`src/rtl/weight_pkg.sv`:
```
// rtl/weight_pkg.sv - shared types and constants for the fixed-weight pattern generator
package weight_pkg;

  typedef enum logic {
    IDLE = 1'b0,
    EMIT = 1'b1
  } state_t;

  localparam int W_MAX = 8;
  localparam int IDX_W = 7;
  localparam int TZ_W  = 4;

endpackage

```
`src/rtl/weight_next.sv`:
```
// rtl/weight_next.sv - next-larger value of equal popcount, plus trailing-zero count
module weight_next
  import weight_pkg::*;
#(
  parameter int W = 8
) (
  input  logic [W-1:0]    pat_i,
  output logic [W-1:0]    next_o,
  output logic [TZ_W-1:0] tz_o
);

  logic [W-1:0] low_bit;
  logic [W-1:0] ripple;

  assign low_bit = pat_i & (-pat_i);
  assign ripple  = pat_i + low_bit;

  // Scan from the top so the lowest set bit wins; an all-zero input reports W.
  always_comb begin
    tz_o = TZ_W'(W);
    for (int i = W - 1; i >= 0; i--) begin
      if (pat_i[i]) tz_o = TZ_W'(i);
    end
  end

  // Shift replaces the divide by low_bit: low_bit is always 1 << tz.
  assign next_o = ((ripple ^ pat_i) >> (tz_o + TZ_W'(2))) | ripple;

endmodule

```
`src/rtl/weight_pattern_gen.sv`:
```
// rtl/weight_pattern_gen.sv - streams every W-bit value of a requested popcount in ascending order
module weight_pattern_gen
  import weight_pkg::*;
#(
  parameter int W = 8
) (
  input  logic             clk,
  input  logic             rst,
  input  logic             req_valid,
  input  logic [3:0]       req_weight,
  output logic             req_ready,
  output logic             pat_valid,
  input  logic             pat_ready,
  output logic [W-1:0]     pat_data,
  output logic             pat_last,
  output logic [IDX_W-1:0] pat_idx,
  output logic             req_err
);

  localparam logic [3:0] W4 = 4'(W);

  state_t           state_q;
  logic [3:0]       k_q;
  logic [W-1:0]     data_q;
  logic [W-1:0]     data_d;
  logic [IDX_W-1:0] idx_q;
  logic             valid_q;
  logic             err_q;
  logic [TZ_W-1:0]  tz;

  function automatic logic [W-1:0] low_ones(input logic [3:0] k);
    logic [W-1:0] v;
    for (int i = 0; i < W; i++) v[i] = (i < int'(k));
    return v;
  endfunction

  weight_next #(.W(W)) u_next (
    .pat_i  (data_q),
    .next_o (data_d),
    .tz_o   (tz)
  );

  always_ff @(posedge clk or posedge rst) begin
    if (rst) begin
      state_q <= IDLE;
      k_q     <= '0;
      data_q  <= '0;
      idx_q   <= '0;
      valid_q <= 1'b0;
      err_q   <= 1'b0;
    end else begin
      err_q <= 1'b0;
      case (state_q)
        IDLE: begin
          if (req_valid) begin
            if (req_weight > W4) begin
              err_q <= 1'b1;
            end else begin
              state_q <= EMIT;
              k_q     <= req_weight;
              data_q  <= low_ones(req_weight);
              idx_q   <= '0;
              valid_q <= 1'b1;
            end
          end
        end
        EMIT: begin
          if (pat_ready) begin
            if (pat_last) begin
              state_q <= IDLE;
              data_q  <= '0;
              idx_q   <= '0;
              valid_q <= 1'b0;
            end else begin
              data_q <= data_d;
              idx_q  <= idx_q + IDX_W'(1);
            end
          end
        end
        default: state_q <= IDLE;
      endcase
    end
  end

  // The largest value of weight k is k ones packed at the top, i.e. exactly W-k trailing zeros.
  assign pat_last  = valid_q && (({1'b0, tz} + {1'b0, k_q}) == 5'(W));
  assign req_ready = (state_q == IDLE);
  assign pat_valid = valid_q;
  assign pat_data  = data_q;
  assign pat_idx   = idx_q;
  assign req_err   = err_q;

endmodule

```
`config.mk`:
```
export PLATFORM = sky130hd
export DESIGN_NAME = weight_pattern_gen
export DESIGN_NICKNAME = d
export VERILOG_FILES = /design/src/rtl/weight_pkg.sv /design/src/rtl/weight_next.sv /design/src/rtl/weight_pattern_gen.sv
export SDC_FILE = /design/constraint.sdc
export NUM_CORES = 1
export LEC_CHECK = 0
export ABC_CLOCK_PERIOD_IN_PS = 4570
export CORE_UTILIZATION = 54
export CTS_CLUSTER_DIAMETER = 40
export DETAILED_ROUTE_END_ITERATION = 10
export PLACE_DENSITY = 0.79
export REMOVE_ABC_BUFFERS = 1
export SLEW_MARGIN = 30
export SYNTH_ARGS = -nofsm -noshare
export SYNTH_HDL_FRONTEND = slang
export SYNTH_SLANG_ARGS = --single-unit
```
`constraint.sdc`:
```
create_clock -name clk -period 4.57 [get_ports clk]
set_clock_uncertainty 0.2 [all_clocks]
set_input_delay 1.1425 -clock clk [delete_from_list [all_inputs] [get_ports clk]]
set_output_delay 1.1425 -clock clk [all_outputs]
set_load 0.02 [all_outputs]
```
==> impl_metrics.toml <==
[run_status]
status = "finished clean"

[timing]
min_period_over_period = 0.899
tns_ps = 0
slew-limit-headroom = 0.521
finalCriticalPeriod_ps = 4110
slew_violations = 0
hold_viol_final = 0
timing.fmax_ghz = 0.244
rsz0062_at_grt = "no"
setup_viol = 0
worstMarginPinSlew_ps = 713

[clock_tree]
clock_path_buffers = 2
clk_latency_ps = 310
cts_tree = "done"
root_buffer = "clkbuf_4"
htree_num_levels = 1
path_clk_slew_ps = 130
cts_buffers = 3
hold_buffers = 0
clock-sinks = 22

[setup_path]
crit_path_end_kind = "output port"
worst_setup_path_start_kind = "flip-flop"
crit_required_ps = 3230
reg2reg_to = "pat_data[4]$_DFFE_PP0P_"
criticalPathCategory = "flip-flop to output port"
ff2ff_path_depth = 11
cp_cell_sequence = "buf_4, or4_4, nor2_1, ha_1, o21ai_0, nand4_1, nor3_1, dlymetal6s2s_1"
crit_arrival_ps = 2760
rrSetupSlack_ps = 860
r2r_start = "pat_data[0]$_DFFE_PP0P_"
worstPathMaxFanout = 10
crit_path_max_incr_delay_ps = 570
cp_slowest_cell = "or4_4"

[floorplanning]
start_util = 0.578
boundaryPins = 27
dieArea_um2 = 3550
row_count = 20
die_h_um = 59.6
die_w_um = 59.6
core_area_um2 = 3100

[logic_synthesis]
synth.area.top_cells = "dfrtp_1 31%, o21ai_0 6.1%, nand2_1 5.0%"
synthFlopType = "dfrtp_1"
netlist.area_leader.share = 0.307
synthArstFlopShare = 1.00
synthDistinctLibCells = 54
syn_inst = 226
synthTopCellsByCount = "24 x nand2_1, 22 x dfrtp_1, 22 x o21ai_0, 18 x nor2_1, 15 x a21oi_1"
yosysSeqAreaShare = 0.307
synth_seq_cells = 22
syn-cell-area_um2 = 1790
yosys_warnings = 0
syn-mean-instance-area_um2 = 7.93
synth_edf_count = 0
yosysMostFrequentCell = "nand2_1"
synth_top_area_cell = "dfrtp_1"

[drt]
routed_wl_um = 4640
drtAntennaViolNets = 0
drt_iter0_drc = 128
drc = 0
firstDrtPassIters = 5
wl_per_cell_um = 15.7
vias = 1818
avgViaCountPerCell = 6.14

[cells_and_area]
antenna_cells = 0
fin_cells = 296
fin_util = 0.696
nets = 268
fillers = 283
layout-drive-gt1-share = 0.123
synthToLayoutAreaGrowth_pct = 20.5

[min_path]
worstHoldPathType = "flip-flop to flip-flop"
min_from = "pat_idx[3]$_DFFE_PP0P_"
holdPathStages = 1
holdPathEnd = "pat_idx[3]$_DFFE_PP0P_"

[power_and_ir_drop]
powerDensity_nw_per_um2 = 718
power.leakage_nw = 0.886
ir_worst_vdd_mv = 0.364

[grt]
grt_max_degree = 23
grt_overflow = 0
grtUsageMet3 = 0.0371
grt_pass1_vias = 1595
grt_antenna_before_repair = 0
busiest_layer = "met2"
grt_usage = 0.273
grt_pass1_wl_um = 7360
grtUsageMet1 = 0.406
gr-usage-met2 = 0.424

[place]
placed_cells = 292
gp_congestion = 0.901
port_buffers = 26
dp.final_hpwl_um = 3380

[job]
maxCapViolations = 0
## worst max-delay path, delay by kind of cell (launching register included)
| family | cells | cell delay [ps] |
|---|---|---|
| adders and majority gates | 1 | 280 |
| and+or+nand+nor | 4 | 1150 |
| buffers and inverters | 2 | 450 |
| DFF | 1 | 400 |
| AOI/OAI and AO/OA | 1 | 180 |
## layer usage
| layer | vias up | share of wire |
|---|---|---|
| li1 | 885 | - |
| met1 | 841 | 0.44 |
| met2 | 88 | 0.47 |
| met3 | 4 | 0.093 |
| met4 | 0 | 0.0043 |
| met5 | - | 0 |
## logic make-up after synthesis
kind of cell,synth area share
AOI/OAI and AO/OA,0.322
xor gates and xnor gates,0.00977
adders and majority gates,0.0530
buffers and inverters,0.0523
muxes,0.0300
and+or+nand+nor,0.225
DFF,0.307
## cell usage in the layout (no fill, tap or decap), types with 5 or more instances in the layout
cell,count
a31oi_1,5
o21ai_1,7
nand2_1,24
o21ai_0,22
clkdlybuf4s50_1,25
buf_4,9
ha_1,6
a21oi_1,15
a211oi_1,5
inv_1,8
dfrtp_1,22
nor3_1,7
nor2_1,18
## per-stage QoR
step | instance area (um2) | setup slack (ps) | power (mW) | hold WS [ps]
after floorplan | 1730 | 692 | 1.05 | 287
after global placement | 2120 | 443 | 1.40 | 302
after detailed placement | 2120 | 416 | 1.41 | 308
after CTS | 2150 | 58.8 | 1.53 | 326
after global routing | 2160 | 311 | 1.67 | 353
final | 2160 | 463 | 1.55 | 327
## report_power, final
| group | total [mW] | switching [mW] | internal, mW |
|---|---|---|---|
| Sequential | 0.381 | 0.106 | 0.275 |
| Clock | 0.113 | 0.0644 | 0.0487 |
| Combinational | 1.06 | 0.596 | 0.461 |
## area by class of cell
| class | instances | area, um2 | share of cell area |
|---|---|---|---|
| tap | 44 | 55.1 | 0.0255 |
| sequential | 22 | 551 | 0.255 |
| timing repair buffer | 35 | 330 | 0.153 |
| clock buffer | 4 | 36.3 | 0.0168 |
| multi-input combinational | 182 | 1150 | 0.534 |
| inverter | 9 | 33.8 | 0.0156 |
## registers in the layout, summed over array words and instances, names as in the netlist
| signal | cells |
|---|---|
| state_q | 1 |
| pat_data | 8 |
| k_q | 4 |
| pat_idx | 7 |
| pat_valid | 1 |
| req_err | 1 |
## worst max-delay path by stage
| stage | start | slack, ps | endpoint |
|---|---|---|---|
| after floorplan | pat_data[4]$_DFFE_PP0P_ | 690 | pat_data[4]$_DFFE_PP0P_ |
| after global placement | pat_data[5]$_DFFE_PP0P_ | 440 | pat_last |
| after detailed placement | pat_data[5]$_DFFE_PP0P_ | 420 | pat_last |
| after CTS | pat_data[5]$_DFFE_PP0P_ | 60 | pat_last |
| after global routing | pat_data[0]$_DFFE_PP0P_ | 310 | pat_last |
| final | pat_data[0]$_DFFE_PP0P_ | 460 | pat_last |
## what timing repair did
action                                  in CTS  in global routing
endpoints found under the setup margin       0                  1
buffers inserted                             0                  0
gates resized for setup                      0                  3
No activity file was read; power rests on OpenSTA's default activity.
